===== src/rtl/blockram_fifo_controller.sv =====
// Valid/ack request FIFO over an external 1-cycle-latency dual-port block RAM, with a show-ahead head/skid buffer.
// Optional BLOCKRAM_FIFO_BYPASS_EN: pushes into an empty pipeline skip the RAM and land directly in head/skid.
module blockram_fifo_controller #(
    parameter int SINGLE_ENTRY_SIZE_IN_BITS = 64,
    parameter int NUM_SET = 64,
    parameter int SET_PTR_WIDTH_IN_BITS = 6,
    localparam int BYTE_LEN_IN_BITS = 8,
    localparam int WRITE_MASK_LEN = SINGLE_ENTRY_SIZE_IN_BITS / BYTE_LEN_IN_BITS
) (
    input  logic                                 clk_in,
    input  logic                                 reset_in,
    input  logic [SINGLE_ENTRY_SIZE_IN_BITS-1:0] request_in,
    input  logic                                 request_valid_in,
    output logic                                 issue_ack_out,
    output logic [SINGLE_ENTRY_SIZE_IN_BITS-1:0] request_out,
    output logic                                 request_valid_out,
    input  logic                                 issue_ack_in,
    output logic                                 port_A_access_en_out,
    output logic [WRITE_MASK_LEN-1:0]            port_A_write_en_out,
    output logic [SET_PTR_WIDTH_IN_BITS-1:0]     port_A_access_set_addr_out,
    output logic [SINGLE_ENTRY_SIZE_IN_BITS-1:0] port_A_write_entry_out,
    output logic                                 port_B_access_en_out,
    output logic [WRITE_MASK_LEN-1:0]            port_B_write_en_out,
    output logic [SET_PTR_WIDTH_IN_BITS-1:0]     port_B_access_set_addr_out,
    input  logic [SINGLE_ENTRY_SIZE_IN_BITS-1:0] port_B_read_entry_in,
    input  logic                                 port_B_read_valid_in,
    output logic [SET_PTR_WIDTH_IN_BITS+1:0]     count_out,
    output logic                                 full_out,
    output logic                                 empty_out
);
    localparam int CW = SET_PTR_WIDTH_IN_BITS + 2;
    localparam logic [SET_PTR_WIDTH_IN_BITS:0] RAM_FULL = (SET_PTR_WIDTH_IN_BITS + 1)'(NUM_SET);

    logic [SET_PTR_WIDTH_IN_BITS-1:0]     wr_ptr_q, wr_ptr_d;
    logic [SET_PTR_WIDTH_IN_BITS-1:0]     rd_ptr_q, rd_ptr_d;
    logic [SET_PTR_WIDTH_IN_BITS:0]       ram_count_q, ram_count_d;
    logic                                 inflight_q, inflight_d;
    logic [SINGLE_ENTRY_SIZE_IN_BITS-1:0] head_q, head_d;
    logic                                 head_valid_q, head_valid_d;
    logic [SINGLE_ENTRY_SIZE_IN_BITS-1:0] skid_q, skid_d;
    logic                                 skid_valid_q, skid_valid_d;

    logic       full;
    logic       push;
    logic       pop;
    logic       ret;
    logic       fetch;
    logic       bypass;
    logic       ram_write;
    logic [1:0] buffered;

    always_comb begin
        full      = (ram_count_q == RAM_FULL);
        push      = request_valid_in & reset_in & ~full;
        pop       = head_valid_q & issue_ack_in;
        ret       = port_B_read_valid_in & inflight_q;

        head_d       = head_q;
        head_valid_d = head_valid_q;
        skid_d       = skid_q;
        skid_valid_d = skid_valid_q;

        if (pop) begin
            if (skid_valid_q) begin
                head_d       = skid_q;
                skid_valid_d = 1'b0;
            end else begin
                head_valid_d = 1'b0;
            end
        end

        // Occupancy seen by the fetch decision is the post-pop buffer plus the read already in flight.
        buffered = {1'b0, head_valid_d} + {1'b0, skid_valid_d};
        fetch    = (ram_count_q != '0) && ((buffered + {1'b0, inflight_q}) < 2'd2);

        if (ret) begin
            if (!head_valid_d) begin
                head_d       = port_B_read_entry_in;
                head_valid_d = 1'b1;
            end else begin
                skid_d       = port_B_read_entry_in;
                skid_valid_d = 1'b1;
            end
        end

`ifdef BLOCKRAM_FIFO_BYPASS_EN
        bypass = push && (ram_count_q == '0) && !inflight_q && (!head_valid_d || !skid_valid_d);
        if (bypass) begin
            if (!head_valid_d) begin
                head_d       = request_in;
                head_valid_d = 1'b1;
            end else begin
                skid_d       = request_in;
                skid_valid_d = 1'b1;
            end
        end
`else
        bypass = 1'b0;
`endif

        ram_write = push & ~bypass;

        wr_ptr_d = wr_ptr_q;
        if (ram_write) begin
            wr_ptr_d = wr_ptr_q + 1'b1;
        end
        rd_ptr_d = rd_ptr_q;
        if (fetch) begin
            rd_ptr_d = rd_ptr_q + 1'b1;
        end

        ram_count_d = ram_count_q;
        if (ram_write && !fetch) begin
            ram_count_d = ram_count_q + 1'b1;
        end else if (!ram_write && fetch) begin
            ram_count_d = ram_count_q - 1'b1;
        end

        inflight_d = inflight_q;
        if (fetch) begin
            inflight_d = 1'b1;
        end else if (ret) begin
            inflight_d = 1'b0;
        end
    end

    always_ff @(posedge clk_in or negedge reset_in) begin
        if (!reset_in) begin
            wr_ptr_q     <= '0;
            rd_ptr_q     <= '0;
            ram_count_q  <= '0;
            inflight_q   <= 1'b0;
            head_q       <= '0;
            head_valid_q <= 1'b0;
            skid_q       <= '0;
            skid_valid_q <= 1'b0;
        end else begin
            wr_ptr_q     <= wr_ptr_d;
            rd_ptr_q     <= rd_ptr_d;
            ram_count_q  <= ram_count_d;
            inflight_q   <= inflight_d;
            head_q       <= head_d;
            head_valid_q <= head_valid_d;
            skid_q       <= skid_d;
            skid_valid_q <= skid_valid_d;
        end
    end

    assign issue_ack_out              = reset_in & ~full;
    assign full_out                   = full;
    assign request_out                = head_q;
    assign request_valid_out          = head_valid_q;

    assign port_A_access_en_out       = ram_write;
    assign port_A_write_en_out        = ram_write ? '1 : '0;
    assign port_A_access_set_addr_out = wr_ptr_q;
    assign port_A_write_entry_out     = request_in;

    assign port_B_access_en_out       = fetch;
    assign port_B_write_en_out        = '0;
    assign port_B_access_set_addr_out = rd_ptr_q;

    assign count_out = CW'(ram_count_q) + CW'(inflight_q) + CW'(head_valid_q) + CW'(skid_valid_q);
    assign empty_out = (count_out == '0);

endmodule


===== config.mk =====
export PLATFORM = sky130hd
export DESIGN_NAME = blockram_fifo_controller
export DESIGN_NICKNAME = d
export VERILOG_FILES = /design/src/rtl/blockram_fifo_controller.sv
export SDC_FILE = /design/constraint.sdc
export NUM_CORES = 1
export LEC_CHECK = 0
export ABC_CLOCK_PERIOD_IN_PS = 5500
export CORE_MARGIN = 4
export CORE_UTILIZATION = 45
export CTS_BUF_LIST = sky130_fd_sc_hd__clkbuf_4
export DETAILED_ROUTE_END_ITERATION = 16
export PLACE_DENSITY_LB_ADDON = 0.12
export SKIP_CTS_REPAIR_TIMING = 1
export SLEW_MARGIN = 0
export SYNTH_ARGS = -nofsm -noshare
export SYNTH_HDL_FRONTEND = slang
export SYNTH_SLANG_ARGS = --single-unit

===== constraint.sdc =====
create_clock -name clk_in -period 5.5 [get_ports clk_in]
set_clock_uncertainty 0.1 [all_clocks]
set_input_delay 0.55 -clock clk_in [delete_from_list [all_inputs] [get_ports clk_in]]
set_output_delay 0.55 -clock clk_in [all_outputs]
set_load 0.02 [all_outputs]

==> results.yml <==
outcome:
  status: "complete, no violations"
synth:
  async_reset_ff_frac: 1.00
  syn_inst: 640
  netlist_area_um2: 7370
  yosys_warnings: 0
  ys_ff_latch: 150
  netlist.area_leader.share: 0.509
  netlist_top_cells_count: "dfrtp_1 (150), buf_4 (85), a21oi_1 (68), nor2_1 (66), mux2i_1 (64)"
  synth.avg_cell_area_um2: 11.5
  yosysSeqAreaShare: 0.509
  synth.most_common_cell: "dfrtp_1"
  synth_top_cell_by_area: "dfrtp_1"
  synth_edf_count: 0
  synth_cell_type_count: 42
  ys.flop_type: "dfrtp_1"
  yosys-top-cells-area: "dfrtp_1 (51%), mux2_2 (9.0%), mux2i_1 (8.7%)"
sta:
  tightest_slew_ns: 1.05
  final.period_utilization: 0.860
  rsz0062_at_grt: "false"
  fin_tns_setup_ns: 0
  slew_viol_final: 0
  timing_hold_violations_final: 0
  period_minus_slack_ns: 4.73
  finalSetupViolations: 0
  slew_headroom: 0.300
  fmax_mhz: 211
placed_design:
  place_area_um2: 8630
  numPortBuffers: 166
  post-place-cells: 922
  place.gp.congestion: 0.821
  dp_hpwl_um: 11300
critical_path:
  crit_buf_inv: 2
  cp_slowest_stage_delay_ns: 0.66
  cp.depth: 9
  cp.arrival_ns: 4.08
  crit_family: "adder cells"
  endpoint: "empty_out"
  timing.rr.end: "ram_count_q[5]"
  path_cells: "fa_1 > ha_1 > inv_1 > fa_1 > nand3b_4 > xnor2_1 > or4_1 > a2111oi_2 > clkdlybuf4s50_1"
  slowest_stage: "clkdlybuf4s50_1"
  cp.required_ns: 4.85
  rrSetupSlack_ns: 1.74
  path_common_cell: "fa_1"
  path_class: "reg -> out"
  ff2ff_path_depth: 12
  start_kind: "register"
  r2r-start: "skid_valid_q"
  worstPathMaxFanout: 6
  end_kind: "output pin"
  critical_path.startpoint: "request_valid_out"
hold_path:
  hp-class: "in -> async"
detailed_routing:
  drt_wl_total_um: 16400
  dr.pass1.iters: 4
  vias: 4826
  avgRoutedWirePerCell_um: 17.1
  viasPerCell: 5.05
  drt_iter0_markers: 176
  antenna_left: 0
  drc: 0
die:
  die_w_um: 136
  ioPinCount: 303
  start_util: 0.463
  coreArea_um2: 15900
  die_h_um: 136
  die_area_um2: 18500
  rows: 46
power:
  power_density_nw_per_um2: 639
  ir_worst_vdd_v: 0.000575
  leakage_nw: 4.13
  p_total_mw: 5.75
clocking:
  htree_levels: 4
  cts_buffers: 17
  cts_root_buffer: "clkbuf_4"
  cts.sinks: 150
  cts_buffer_depth: 2
  clk_latency_ns: 0.52
  cts_tree: "done"
  clk_pin_slew_worst_paths_ns: 0.12
grt:
  antenna_found_initial: 1
  globalRouteOverflowTotal: 0
  grt_pass1_vias: 5191
  grt_pass1_wl_um: 26000
  grt_usage: 0.179
  grt_max_degree: 79
finish:
  nFillCells: 1391
  drive_gt1_frac: 0.137
  syn_to_final_growth_pct: 21.9
  layout.nets: 874
  final_util: 0.564
  design_area_um2: 8990
  fin_cells: 956
flow_run:
  cap_violations: 0
==> where the power goes <==
part | switching, mW | total [mW] | leakage [nW] | internal, mW
combinational | 1.43 | 2.90 | 2.21 | 1.47
clock | 0.384 | 0.793 | 0.179 | 0.409
sequential | 0.381 | 2.05 | 1.74 | 1.67
total | 2.20 | 5.75 | 4.13 | 3.55
==> cells by family after synthesis <==
logic type | count (synthesis) | share of synthesized area
other | 1 | 0.000509
flip-flops | 150 | 0.509
multiplexers | 132 | 0.191
adder cells (fa/ha/maj) | 15 | 0.0285
AO/OA/AOI/OAI | 86 | 0.0646
XOR/XNOR | 20 | 0.0238
buffers and inverters | 122 | 0.109
AND/OR/NAND/NOR | 114 | 0.0740
==> how the worst min path moves through the flow <==
stage | cells past startpoint | startpoint | slack [ns] | endpoint
3_5_place_dp | 1 | reset_in | 0.35 | request_out[16]
5_1_grt | 2 | reset_in | 0.32 | skid_q[16]
4_1_cts | 1 | reset_in | -0.28 | request_out[16]
6_report | 2 | reset_in | 0.37 | skid_q[16]
2_1_floorplan | 0 | reset_in | 0.15 | inflight_q
3_3_place_gp | 1 | reset_in | 0.34 | request_out[17]
==> layout by cell type, fill, tap and decap left out, types with 6 or more instances in the layout <==
cell type	n
clkdlybuf4s50_1	165
dfrtp_1	150
a21oi_1	68
nor2_1	66
mux2i_1	64
mux2_2	59
xnor2_1	18
clkbuf_4	18
nand2_1	13
ha_1	12
inv_1	11
mux2_1	9
conb_1	8
nand3_1	6
==> cell type report <==
class	instances	area, um^2	area share
antenna	1	2.50	0.000278
tap	216	270	0.0301
multi-input combinational	375	2880	0.320
timing repair buffer	171	1700	0.189
clock buffer	18	135	0.0150
sequential	150	3750	0.418
inverter	11	41.3	0.00459
clock inverter	14	205	0.0228
==> stage by stage <==
step	worst slack, ns	hold slack, ns
global route	0.490	0.318
detailed placement	1.22	0.350
global placement	1.36	0.340
CTS	0.670	-0.276
finish	0.772	0.368
floorplan	1.68	0.154
==> sequential cells by signal, summed over array words and instances, names as in the netlist <==
register / flops
inflight_q: 1
port_A_access_set_addr_out: 6
port_B_access_set_addr_out: 6
ram_count_q: 7
request_out: 64
request_valid_out: 1
skid_q: 64
skid_valid_q: 1
==> layer usage <==
layer | track usage | routed length [um] | up-vias
li1 | - | - | 2285
met5 | 0 | 0 | -
met3 | 0.0614 | 1170 | 53
met2 | 0.293 | 7930 | 164
met4 | 0.0784 | 518 | 0
met1 | 0.214 | 6730 | 2324
No activity file was read; power rests on OpenSTA's default activity.
